--- config.mk ---
export PLATFORM = sky130hd
export DESIGN_NAME = serial_frame_tx
export DESIGN_NICKNAME = d
export VERILOG_FILES = /design/src/rtl/serial_frame_tx.sv
export SDC_FILE = /design/constraint.sdc
export NUM_CORES = 1
export LEC_CHECK = 0
export BUFFER_PORTS_ARGS = -buffer_cell sky130_fd_sc_hd__buf_2
export CAP_MARGIN = 10
export CORE_UTILIZATION = 40
export CTS_BUF_LIST = sky130_fd_sc_hd__clkbuf_4
export DETAILED_ROUTE_END_ITERATION = 7
export PLACE_DENSITY = 0.63
export RECOVER_POWER = 100
export SETUP_SLACK_MARGIN = 0.4
export SLEW_MARGIN = 20
export SYNTH_ARGS = -nofsm -noshare
export SYNTH_HDL_FRONTEND = slang
export SYNTH_SLANG_ARGS = --single-unit
export TNS_END_PERCENT = 50
--- constraint.sdc ---
create_clock -name CLK -period 1.9 [get_ports CLK]
set_input_delay 0.285 -clock CLK [delete_from_list [all_inputs] [get_ports CLK]]
set_output_delay 0.285 -clock CLK [all_outputs]
set_load 0.01 [all_outputs]
--- src/rtl/serial_frame_tx.sv ---
// Purpose : serialises one WIDTH-bit word per frame, LSB first: start(0), data, optional parity, stop(1).
// Latency : tx falls on the acceptance edge; the frame lasts (2+WIDTH+PARITY_EN)*DIV clocks, then done pulses once.
// Backpr. : A_ready is high only in IDLE; A_valid is ignored at all other times, so the source simply holds its word.
//
// Ports:
//   CLK      rising-edge clock
//   Clear    synchronous active-high reset; aborts any frame in flight without a done pulse
//   A_par    word to transmit, sampled only on the accepting edge
//   A_valid  A_par holds a word
//   A_ready  block can accept a word (registered, high in IDLE)
//   tx       serial line, idles high (registered)
//   busy     frame in progress, START..STOP (registered)
//   done     one-cycle pulse in the first IDLE cycle after a completed frame (registered)
module serial_frame_tx #(
  parameter int WIDTH      = 4,
  parameter int DIV        = 4,
  parameter int PARITY_EN  = 1,
  parameter int PARITY_ODD = 0
) (
  input  logic             CLK,
  input  logic             Clear,
  input  logic [WIDTH-1:0] A_par,
  input  logic             A_valid,
  output logic             A_ready,
  output logic             tx,
  output logic             busy,
  output logic             done
);

  localparam int DIV_W = $clog2(DIV) + 1;
  localparam int BIT_W = $clog2(WIDTH) + 1;

  typedef enum logic [2:0] {
    S_IDLE,
    S_START,
    S_DATA,
    S_PARITY,
    S_STOP
  } state_t;

  state_t             r_state, w_state;
  logic [DIV_W-1:0]   r_div, w_div;
  logic [BIT_W-1:0]   r_bitcnt, w_bitcnt;
  logic [WIDTH-1:0]   r_shreg, w_shreg;
  logic               r_parity, w_parity;
  logic               r_tx, w_tx;
  logic               r_ready, w_ready;
  logic               r_busy, w_busy;
  logic               r_done, w_done;

  logic               w_bit_end;
  logic               w_last_bit;
  logic [WIDTH-1:0]   w_shifted;

  assign w_bit_end  = (r_div == DIV_W'(DIV - 1));
  assign w_last_bit = (r_bitcnt == BIT_W'(WIDTH - 1));
  // The next data bit always sits in bit 0 after the shift; reading it this
  // way keeps WIDTH=1 legal.
  assign w_shifted  = r_shreg >> 1;

  always_ff @(posedge CLK) begin
    if (Clear) begin
      r_state  <= S_IDLE;
      r_div    <= '0;
      r_bitcnt <= '0;
      r_shreg  <= '0;
      r_parity <= 1'b0;
      r_tx     <= 1'b1;
      r_ready  <= 1'b1;
      r_busy   <= 1'b0;
      r_done   <= 1'b0;
    end else begin
      r_state  <= w_state;
      r_div    <= w_div;
      r_bitcnt <= w_bitcnt;
      r_shreg  <= w_shreg;
      r_parity <= w_parity;
      r_tx     <= w_tx;
      r_ready  <= w_ready;
      r_busy   <= w_busy;
      r_done   <= w_done;
    end
  end

  always_comb begin
    w_state  = r_state;
    w_div    = r_div;
    w_bitcnt = r_bitcnt;
    w_shreg  = r_shreg;
    w_parity = r_parity;
    w_tx     = r_tx;
    w_ready  = r_ready;
    w_busy   = r_busy;
    w_done   = 1'b0;

    case (r_state)
      S_IDLE: begin
        if (A_valid && r_ready) begin
          w_state  = S_START;
          w_shreg  = A_par;
          w_parity = (PARITY_ODD != 0) ? ~(^A_par) : ^A_par;
          w_div    = '0;
          w_bitcnt = '0;
          w_tx     = 1'b0;
          w_ready  = 1'b0;
          w_busy   = 1'b1;
        end
      end

      S_START: begin
        if (w_bit_end) begin
          w_state = S_DATA;
          w_div   = '0;
          w_tx    = r_shreg[0];
        end else begin
          w_div = r_div + DIV_W'(1);
        end
      end

      S_DATA: begin
        if (w_bit_end) begin
          w_div = '0;
          if (w_last_bit) begin
            w_bitcnt = '0;
            if (PARITY_EN != 0) begin
              w_state = S_PARITY;
              w_tx    = r_parity;
            end else begin
              w_state = S_STOP;
              w_tx    = 1'b1;
            end
          end else begin
            w_bitcnt = r_bitcnt + BIT_W'(1);
            w_shreg  = w_shifted;
            w_tx     = w_shifted[0];
          end
        end else begin
          w_div = r_div + DIV_W'(1);
        end
      end

      S_PARITY: begin
        if (w_bit_end) begin
          w_state = S_STOP;
          w_div   = '0;
          w_tx    = 1'b1;
        end else begin
          w_div = r_div + DIV_W'(1);
        end
      end

      S_STOP: begin
        if (w_bit_end) begin
          w_state = S_IDLE;
          w_div   = '0;
          w_tx    = 1'b1;
          w_ready = 1'b1;
          w_busy  = 1'b0;
          w_done  = 1'b1;
        end else begin
          w_div = r_div + DIV_W'(1);
        end
      end

      default: begin
        w_state = S_IDLE;
        w_tx    = 1'b1;
        w_ready = 1'b1;
        w_busy  = 1'b0;
      end
    endcase
  end

  assign A_ready = r_ready;
  assign tx      = r_tx;
  assign busy    = r_busy;
  assign done    = r_done;

endmodule

* Word-level counts from Yosys, hierarchy flattened
Index checks and enable logic that the tools add are counted.
Word-level totals: logic and storage cells 71, bits of input ports 7, output and inout port bits 4, flip-flop bits (word level) 18
Cells by class: multiplexer cells 28, $add $sub $neg 2, reductions and logical operators 16, bitwise operators 2, eq/ne operators 14
Operators by type and width (count):
- $mux W3 | 10
- $pmux W3 S5 | 1
- $ne A2 B2 Y1 const B | 7
- $eq A3 B2 Y1 const B | 4
- $mux W4 | 3
- $pmux W3 S2 | 2
- $mux W1 | 8
- $pmux W4 S2 | 1
- $reduce_and A4 Y1 | 2
- $add A3 B1 Y3 const B | 2
- $pmux W1 S3 | 2
- $reduce_and A3 Y1 | 2
- $reduce_and A6 Y1 | 1
- $pmux W1 S4 | 1
- $reduce_and A2 Y1 | 2
- $reduce_bool A2 Y1 | 2
- $reduce_or A2 Y1 | 2
- $reduce_or A4 Y1 | 1
- $reduce_xor A4 Y1 | 1
- $eq A3 B1 Y1 const B | 1
- $eq A3 B3 Y1 const B | 1
- $logic_not A3 Y1 | 1
- $reduce_or A3 Y1 | 1
- $ne A2 B1 Y1 const B | 1
- 2 further kinds | 3

* Longest topological paths before layout
Gate-level depths: netlist (run 1).
depth in word-level cells 4, mapped depth 6, mapped depth without buffers 5

* Worst setup path after synthesis (run 1)
OpenSTA, ideal clock, no wires.
kind reg-to-reg, from reg r_bitcnt[0], to reg r_shreg[1], setup slack 0.516 ns, arrival time 1.264 ns, buffers on the path 0, cell stages (with the launch flop) 6, library setup time 0.121 ns, cells stage by stage dfxtp_1 -> ha_1 -> or2b_2 -> and3_1 -> nor3_1 -> nor3_2
On the way: cells in the longest elaborated chain, start to end 3
Ends and longest elaborated chain:
- start: declaration | RTL line 43 | logic [BIT_W-1:0] r_bitcnt, w_bitcnt;
- start signal: assignment | RTL line 75 | r_bitcnt <= w_bitcnt;
- $eq A3 B2 Y1 | RTL line 56 | assign w_last_bit = (r_bitcnt == BIT_W'(WIDTH - 1));
- $ne A2 B2 Y1 (no line)
- $reduce_and A4 Y1 (no line)
- end signal: assignment | RTL line 76 | r_shreg <= w_shreg;
- end: declaration | RTL line 44 | logic [WIDTH-1:0] r_shreg, w_shreg;
No other way between the ends. A chain may end at the register's enable or synchronous reset.

* Final worst setup path (run 1)
from reg r_state[0], to reg r_state[0]
On the way: cells in the longest elaborated chain, start to end 3, elaborated cells between the ends (all ways) 13, classes of those cells eq/ne (10); mux (1); reduce/logical (2)
Ends and longest elaborated chain:
- start: declaration | RTL line 41 | state_t r_state, w_state;
- start signal: assignment | RTL line 73 | r_state <= w_state;
- $eq A3 B2 Y1, or another cell as far along | RTL line 96 | case (r_state)
- $ne A2 B2 Y1 (no line)
- $reduce_and A6 Y1 (no line)
Parallel ways exist; a longest one is shown, timed or not.

==> metrics.md, run 1 <==
| Metric | Value |
|---|---|
| CTS H-tree depth | `1` |
| Ant. Diodes | `0` |
| Leakage power | `0.386 nW` |
| Multi-input logic area | `581 um^2` |
| Share of cells above drive strength 1 | `27.4%` |
| Clock buffer count from CTS | `3` |
| Boundary Pins | `11` |
| CTS sink cnt | `18` |
| Worst Setup End Kind | `flop` |
| CTS tree | `done` |
| Slew headroom | `about 72%` |
| Clock tree buffer depth | `2` |
| Part of the cycle the worst path needs | `81.5%` |
| Synth Register Bits | `18` |
| Global placer's final weighted congestion | `0.696` |
| Maximum vdd ir drop | `0.000503 V` |
| Post-layout util | `a little under half` |
| GRT Util Overall | `16.2%` |
| Slowest CP cell | `dfxtp_2` |
| Synth warn | `0` |
| Number of global-route vias before repair | `712` |
| Setup repair bufs after CTS | `0` |
| Total negative setup slack | `0 ns` |
| Commonest cells in the netlist | `18 x dfxtp_1, 10 x nand2_1, 8 x nand3_1` |
| Clock slew at reported path FFs | `0.10 ns` |
| CP top delay family | `simple AND/OR/NAND/NOR gates` |
| Fraction of registers with async set/reset | `0%` |
| CP bufs+invs | `0` |
| Initial DRT Pass Iterations | `4` |
| Largest net degree at the start of global routing | `18` |
| PnR worst setup slack | `0.351 ns` |
| Top-count cell post-synth | `dfxtp_1` |
| Initial antenna violation count | `0` |
| First-pass GRT wire length | `3200 um` |
| Vias post-DR | `743` |
| Synth top area cells | `dfxtp_1 35%, buf_6 6.6%, a221oi_2 4.4%` |
| Overall power | `0.883 mW` |
| Largest stage delay on the critical path | `0.41 ns` |
| Startpoint types | `flop` |
| Row count | `17` |
| Critical Path AT | `1.72 ns` |
| Via density | `5.27` |
| HP Class | `input pin to flop` |
| NumNets Final | `123` |
| Final Hold Viols | `0` |
| Fillers | `between 200 and 250` |
| Worst setup path class | `flop to flop` |
| Maximum clock frequency | `roughly 650 MHz` |
| GR Overflow Total | `0` |
| Die X | `52.6 um` |
| Synth Cell Area | `1020 um^2` |
| DRT iter0 DRCs | `10` |
| Clk Tree Root Cell | `clkbuf_4` |
| PwrDens | `821 nW/um^2` |
| Cell count after synthesis | `104` |
| Port bufs | `10` |
| Tmin final | `1.55 ns` |
| Storage element area | `367 um^2` |
| Post-synthesis sequential area ratio | `35.3%` |
| Area delta synth->final | `5.26%` |
| Total die area | `2760 um^2` |
| Wire length per cell | `12.8 um` |
| Synth cell types | `36` |
| Final setup viols | `0` |
| DR DRC count | `0` |
| Yosys top cell by area | `dfxtp_1` |
| Worst-Skew Late Latency | `0.29 ns` |
| RSZ-0062 raised after global routing | `true` |
| Final ANT Viol Nets | `0` |
| Top FF cell, synth | `dfxtp_1` |
| Worst-path maximum fanout | `11` |
| EDFF count, synth | `0` |
| Max-slew violation count | `0` |
| Clock Skews | `between 0.003 and 0.004 ns` |
| Synthesized Nets | `113` |
| Worst path required time | `2.07 ns` |
| Detailed Place HPWL | `1310 um` |
| Initial Util | `44.1%` |
| Actual slew at the worst max-slew pin | `~0.41 ns` |
| Syn avg cell area | `9.83 um^2` |
| Crit path cell chain | `or3_4, a31oi_1, mux2i_1, nor2_1` |
| Dpl ws | `roughly 0.34 ns` |
| Final WL | `around 1800 um` |
| Synth top area share | `35.3%` |
| Status | `complete, no violations` |
| Core area | `2320 um^2` |
| Max-cap violations | `0` |
| Die H | `52.6 um` |
-- cell type report --
cell class	instances	area share (%)
multi-input combinational	78	54.0
sequential	18	34.1
timing repair buffer	13	6.28
tap	28	3.26
clock buffer	3	2.09
clock inverter	1	0.349
-- layer usage --
metal / routed length, um / global-route usage (%) / vias up
met3: 33 / 6.09 / 2
met1: 915 / 20.0 / 337
li1: - / - / 398
met5: 0 / 0 / -
met4: 16 / 4.82 / 0
met2: 840 / 25.7 / 6
-- power by group --
group / total (mW) / switching [mW] / internal (mW) / leakage (nW)
sequential: 0.463 / 0.0462 / 0.417 / 0.149
combinational: 0.229 / 0.119 / 0.109 / 0.222
clock: 0.191 / 0.115 / 0.0762 / 0.0154
total: 0.883 / 0.280 / 0.603 / 0.386
-- registers in the layout (all words and copies together) (netlist names) --
signal    cells
A_ready       1
busy          1
done          1
r_bitcnt      3
r_div         3
r_parity      1
r_shreg       4
r_state       3
tx            1
-- cells in the final DEF, fill, tap and decap left out, types with 3 or more instances in the layout --
cell,instances
buf_2,6
xor2_1,3
nor3_2,5
nor3_1,5
clkbuf_1,4
buf_4,3
dfxtp_1,15
nor2_1,5
nor2b_1,4
a21oi_1,7
nand2_1,10
nand3_1,8
clkbuf_4,3
-- path summary, 6_finish.rpt --
| path | slack (ns) | cells past startpoint | to | start |
|---|---|---|---|---|
| max | 0.35 | 4 | r_state[0] | r_state[0] |
| min | 0.24 | 3 | r_shreg[3] | A_par[3] |
| max reg2reg | 0.35 | 4 | r_state[0] | r_state[0] |
| min reg2reg | 0.48 | 2 | r_bitcnt[1] | r_bitcnt[1] |
-- through the flow --
stage                     hold slack, ns  instance area, um^2  std cells
after floorplan                    0.421                 1020        104
after global placement             0.448                 1050        137
after detailed placement           0.463                 1050        137
after CTS                          0.235                 1090        141
after global routing               0.234                 1080        141
final                              0.243                 1080        141
-- worst register-to-register path, cell delays in order (launching register included) --
cell	delay (ns)
dfxtp_2	0.41
or3_4	0.41
a31oi_1	0.33
mux2i_1	0.23
nor2_1	0.05
-- timing repair --
item | CTS | global route
resized for setup | 7 | 5
cloned | 0 | 0
hold buffers | 0 | 0
setup endpoints to repair | 10 | 5
-- kinds of logic after synthesis --
kind of cell | count (synthesis) | share of synthesized area, %
AND/OR/NAND/NOR | 51 | 30.4
AO/OA/AOI/OAI | 19 | 18.4
flip-flops | 18 | 35.3
buffers and inverters | 8 | 8.08
XOR/XNOR | 4 | 3.43
multiplexers | 2 | 2.08
adder cells (fa/ha/maj) | 2 | 2.45
(Power assumes the default switching activity.)
==> run 2, diff against run 1 <==
PLACE_DENSITY = 0.65   (was 0.63)
clock period = 1.4 ns   (was 1.9 ns; I/O delays follow)
==> run 2 against run 1 <==
- sequential cell count did not move
- combinational power rose by 100%
- utilization rose by 13 points
- first-iteration DRC count rose by 110%
- sequential share of layout area fell by 6.2 points
- clock-buffer cell count did not move
- via count rose by 16%
- maximum frequency rose by 12%
- clock power rose by 42%
==> metrics.md, run 2 (synthesis results as in run 1) <==
| Metric | Value |
|---|---|
| Initial antenna violation count | `0` |
| WHS Endpoint | `r_shreg[3]` |
| M1 WL | `1030 um` |
| Status | `complete, no violations` |
| Largest register FFs | `4` |
| Clock slew at reported path FFs | `0.10 ns` |
| Worst-path maximum fanout | `5` |
| Number of global-route vias before repair | `837` |
| Startpoint types | `flop` |
| Worst setup path class | `flop to flop` |
| NumNets Final | `142` |
| CTS sink cnt | `18` |
| Total die area | `2760 um^2` |
| DR DRC count | `0` |
| Clock Skews | `0.00476 ns` |
| Final WL | `2300 um` |
| Actual slew at the worst max-slew pin | `0.377 ns` |
| CTS tree | `done` |
| First-pass GRT wire length | `3680 um` |
| HP Class | `input pin to flop` |
| Wire length per cell | `14.4 um` |
| Critical Path AT | `1.57 ns` |
| Max-slew violation count | `0` |
| Post-layout util | `59.1%` |
| Clk Tree Root Cell | `clkbuf_4` |
| Detailed Place HPWL | `1480 um` |
| RR Startpoint | `r_state[0]` |
| Tmin final | `1.38 ns` |
| Global placer's final weighted congestion | `0.856` |
| Reg with most FFs | `r_shreg` |
| Overall power | `1.37 mW` |
| GRT Util Overall | `18.8%` |
| Final ANT Viol Nets | `0` |
| Final Hold Viols | `0` |
| Die X | `52.6 um` |
| Largest net degree at the start of global routing | `18` |
| Slew headroom | `approximately three quarters` |
| Area delta synth->final | `34.1%` |
| Most frequent cells in the layout | `18 x buf_4, 8 x dfxtp_2, 8 x nand3_1, 8 x buf_2` |
| Row count | `17` |
| Reg-to-Reg End | `r_state[0]` |
| Maximum vdd ir drop | `0.000764 V` |
| Worst Setup End Kind | `flop` |
| Via density | `about 5.4` |
| Die H | `around 53 um` |
| Port bufs | `10` |
| DR WL met2 | `1150 um` |
| Vias post-DR | `864` |
| Worst-Skew Late Latency | `0.30 ns` |
| Initial DRT Pass Iterations | `4` |
| R2R depth | `4` |
| Share of cells above drive strength 1 | `between 50% and 60%` |
| Maximum clock frequency | `725 MHz` |
| Met3 wire length | `between 100 and 150 um` |
| RSZ-0062 raised after global routing | `true` |
| Worst path required time | `1.59 ns` |
| DRT iter0 DRCs | `21` |
| Part of the cycle the worst path needs | `between 90% and 100%` |
| Hold depth | `3` |
| Leading cell type in the layout, fill and taps excluded | `buf_4` |
| Fillers | `205` |
| Ant. Diodes | `0` |
| GR Overflow Total | `0` |
| Clock tree buffer depth | `2` |
| Core area | `2320 um^2` |
| Register-to-register setup slack | `around 0.021 ns` |
| Cts hold-fix bufs | `0` |
| Initial Util | `between 40% and 50%` |
| Final setup viols | `0` |
| PwrDens | `1000 nW/um^2` |
| HP Start | `A_par[3]` |
| DR top layer | `met4` |
| Boundary Pins | `11` |
| Clock buffer count from CTS | `3` |
| Leakage power | `~0.53 nW` |
| Max-cap violations | `0` |
| CTS H-tree depth | `1` |
[run 2: cell count changes in the layout (fill, tap and decap cells not counted), sizes merged]
cell | before | now
buf | 9 | 32
clkbuf | 7 | 3
[run 2: worst max path at each step]
| stage | start | end | slack, ns |
|---|---|---|---|
| 3_3_place_gp | r_div[0] | r_shreg[0] | 0.02 |
| 2_1_floorplan | r_state[1] | r_state[0] | 0.1 |
| 3_5_place_dp | r_state[0] | r_div[0] | -0.02 |
| 6_report | r_state[0] | r_state[0] | 0.02 |
| 5_1_grt | r_div[0] | r_state[1] | -0.04 |
| 4_1_cts | r_bitcnt[0] | tx | 0.04 |
[run 2: layout make-up]
| type | instances | area, um^2 | share of cell area, % |
|---|---|---|---|
| Clock buffer | 3 | 22.5 | 1.64 |
| Multi-Input combinational cell | 78 | 686 | 50.0 |
| Tap cell | 28 | 35.0 | 2.55 |
| Sequential cell | 18 | 382 | 27.8 |
| Timing Repair Buffer | 32 | 243 | 17.7 |
| Clock inverter | 1 | 3.75 | 0.274 |
[run 2: metrics by stage]
step | area (um^2) | cells | setup TNS, ns | setup slack (ns) | hold slack (ns)
after global routing | 1370 | 160 | -0.0528 | -0.0409 | 0.164
after detailed placement | 1140 | 144 | -0.0437 | -0.0206 | 0.475
after floorplan | 1060 | 104 | 0 | 0.0991 | 0.346
after global placement | 1140 | 144 | 0 | 0.0205 | 0.459
after CTS | 1270 | 157 | 0 | 0.0371 | 0.157
final | 1370 | 160 | 0 | 0.0210 | 0.153
[run 2: critical path: stages, from the launching register on]
cell and delay, ns:
dfxtp_4 0.38, or3_4 0.42, a31oi_4 0.21, mux2i_1 0.21, nor2_1 0.05
[run 2: power breakdown]
part | total [mW] | switching [mW] | leakage [nW] | internal (mW)
Combinational | 0.469 | 0.217 | 0.364 | 0.252
Sequential | 0.633 | 0.0607 | 0.152 | 0.572
Clock | 0.271 | 0.167 | 0.0154 | 0.104
Total | 1.37 | 0.444 | 0.531 | 0.929
[run 2: repair_timing]
item / CTS / global route
pin swaps: 6 / 10
endpoints found under the setup margin: 20 / 22
setup buffers: 9 / 3
resized for setup: 12 / 19
[run 2: routing by layer]
metal / track usage [%] / vias up
met1: 21.5 / 408
met3: 6.09 / 3
li1: - / 431
met2: 33.1 / 22
met5: 0 / -
met4: 5.26 / 0
==> run 3, diff against run 2 <==
CORE_UTILIZATION = 54   (was 40)
MAX_ROUTING_LAYER = met4   (was unset)
PLACE_DENSITY = 0.82   (was 0.65)
SLEW_MARGIN = 40   (was 20)
==> run 3 against run 2 <==
- utilization grew 18 points
- critical endpoint unchanged
- maximum frequency shrank 0.39%
- combinational power shrank 3%
- largest power group unchanged
- worst setup slack lost 0.0055 ns
==> metrics.md, run 3 (synthesis results as in run 1) <==
| Metric | Value |
|---|---|
| Status | `complete, no violations` |
| DRT iter0 DRCs | `17` |
| Ant. Diodes | `0` |
| Switching power total | `between 0.4 and 0.5 mW` |
| Largest register FFs | `4` |
| CTS H-tree depth | `1` |
| Initial DRT Pass Iterations | `4` |
| End of the critical path | `r_state[0]` |
| Clock buffer count from CTS | `3` |
| Die X | `approximately 46 um` |
| Clk Tree Root Cell | `clkbuf_4` |
| R2R depth | `4` |
| Worst-path maximum fanout | `5` |
| Die H | `between 40 and 50 um` |
| Initial Util | `a little under 60%` |
| Worst path required time | `1.58 ns` |
| Wire length per cell | `14.5 um` |
| Worst-Skew Late Latency | `0.30 ns` |
| Final Hold Viols | `0` |
| NumNets Final | `138` |
| PwrDens | `1010 nW/um^2` |
| Row count | `15` |
| Leakage power | `0.499 nW` |
| HP Class | `input pin to flop` |
| DR DRC count | `0` |
| Hold_ws | `0.165 ns` |
| Max-cap violations | `0` |
| Core area | `1750 um^2` |
| Fillers | `119` |
| Crit. Startpoint | `r_state[0]` |
| Leading cell type in the layout, fill and taps excluded | `buf_4` |
| Port bufs | `10` |
| Slowest CP cell | `or3_4` |
| P_int | `0.912 mW` |
| Sequential cell fraction of total power | `46.5%` |
| Final WL | `2220 um` |
| PnR worst setup slack | `0.0155 ns` |
| Initial antenna violation count | `0` |
| Most frequent cells in the layout | `13 x buf_4, 11 x dfxtp_1, 7 x nand2_1, 7 x nand3_1, 7 x buf_6` |
| Area delta synth->final | `31.5%` |
| Register-to-register setup slack | `0.02 ns` |
| Crit path cell chain | `or3_4, a31oi_4, mux2i_1, nor2_1` |
| Reg with most FFs | `r_shreg` |
| RSZ-0062 raised after global routing | `true` |
| Final ANT Viol Nets | `0` |
| Largest net degree at the start of global routing | `18` |
| Boundary Pins | `11` |
| Detailed Place HPWL | `roughly 1500 um` |
| Vias post-DR | `873` |
| GRT Util Overall | `about 25%` |
| Clock tree buffer depth | `2` |
| Overall power | `1.36 mW` |
| Net Sw Frac | `roughly a third` |
| Post-layout util | `77.0%` |
| Slew headroom | `74.3%` |
| Share of cells above drive strength 1 | `between 50% and 60%` |
| RR Startpoint | `r_state[0]` |
| Total negative setup slack | `0 ns` |
| Worst setup path class | `flop to flop` |
| Tmin final | `around 1.4 ns` |
| Via density | `roughly 5.7` |
| Largest stage delay on the critical path | `0.41 ns` |
| Maximum clock frequency | `722 MHz` |
| First-pass GRT wire length | `3520 um` |
| Maximum vdd ir drop | `0.000904 V` |
| Worst Setup End Kind | `flop` |
| Dpl ws | `-0.00938 ns` |
| Actual slew at the worst max-slew pin | `0.385 ns` |
| Global placer's final weighted congestion | `0.869` |
| Clock slew at reported path FFs | `0.10 ns` |
| CTS sink cnt | `18` |
| Final setup viols | `0` |
| Gate power share | `33.5%` |
| CTS tree | `done` |
| Reg-to-Reg End | `r_state[0]` |
| Total die area | `just over 2000 um^2` |
| Max-slew violation count | `0` |
| Part of the cycle the worst path needs | `a little over nine tenths` |
| Clock power frac | `20.0%` |
| GR Overflow Total | `0` |
| Clock Skews | `0.00444 ns` |
| Startpoint types | `flop` |
| Critical Path AT | `1.57 ns` |
| Number of global-route vias before repair | `between 800 and 900` |
run 3: changes by cell type in the layout (fill, tap and decap cells not counted), moves of 2 or more:
cell	previous run	this run
buf_2	8	6
dfxtp_2	8	4
dfxtp_1	7	11
clkbuf_1	0	2
buf_4	18	13
nor3_2	7	4
nor3_4	1	3
run 3: how the worst min path moves through the flow:
stage,cells past startpoint,to,start,slack (ns)
finish,3,r_shreg[3],A_par[3],0.16
global route,3,r_shreg[3],A_par[3],0.17
CTS,3,r_shreg[3],A_par[3],0.16
detailed placement,1,busy,busy,0.45
global placement,1,busy,busy,0.45
floorplan,2,r_shreg[3],A_par[3],0.35
run 3: area by class of cell:
type	count	area (um^2)	share of cell area, %
Timing Repair Buffer	28	214	15.9
Sequential cell	18	377	28.0
Clock buffer	3	22.5	1.68
Tap cell	25	31.3	2.33
Clock inverter	1	3.75	0.279
Multi-Input combinational cell	78	696	51.8
run 3: layer usage:
| metal | vias to the layer above | track usage (%) | wire length (um) |
|---|---|---|---|
| li1 | 430 | - | - |
| met1 | 419 | 29.7 | 987 |
| met2 | 24 | 40.3 | 1150 |
| met3 | 0 | 7.54 | 79 |
| met4 | 0 | 7.27 | 0 |
| met5 | - | - | 0 |
run 3: what timing repair did:
action                     CTS  global route
setup endpoints to repair   18            20
pin swaps                    4             3
setup buffers                5             1
gates resized for setup     16            19
hold buffers                 0             0
run 3: power by group through the flow:
stage / Sequential (mW) / Clock, mW / Combinational [mW]
finish: 0.632 / 0.271 / 0.455
global route: 0.638 / 0.301 / 0.494
CTS: 0.623 / 0.280 / 0.420
detailed placement: 0.625 / 0 / 0.393
global placement: 0.621 / 0 / 0.383
floorplan: 0.620 / 0 / 0.306
run 3: per-stage QoR:
| stage | instances | cell area (um^2) |
|---|---|---|
| 2_1_floorplan | 104 | 1060 |
| 3_3_place_gp | 143 | 1150 |
| 3_5_place_dp | 143 | 1150 |
| 4_1_cts | 152 | 1280 |
| 5_1_grt | 153 | 1340 |
| 6_report | 153 | 1340 |
run 3: worst max-delay path, delay by kind of cell, from the launching register on:
kind | cells | cell delay, ns
AO/OA/AOI/OAI | 1 | 0.21
flip-flops | 1 | 0.38
multiplexers | 1 | 0.21
AND/OR/NAND/NOR | 2 | 0.47
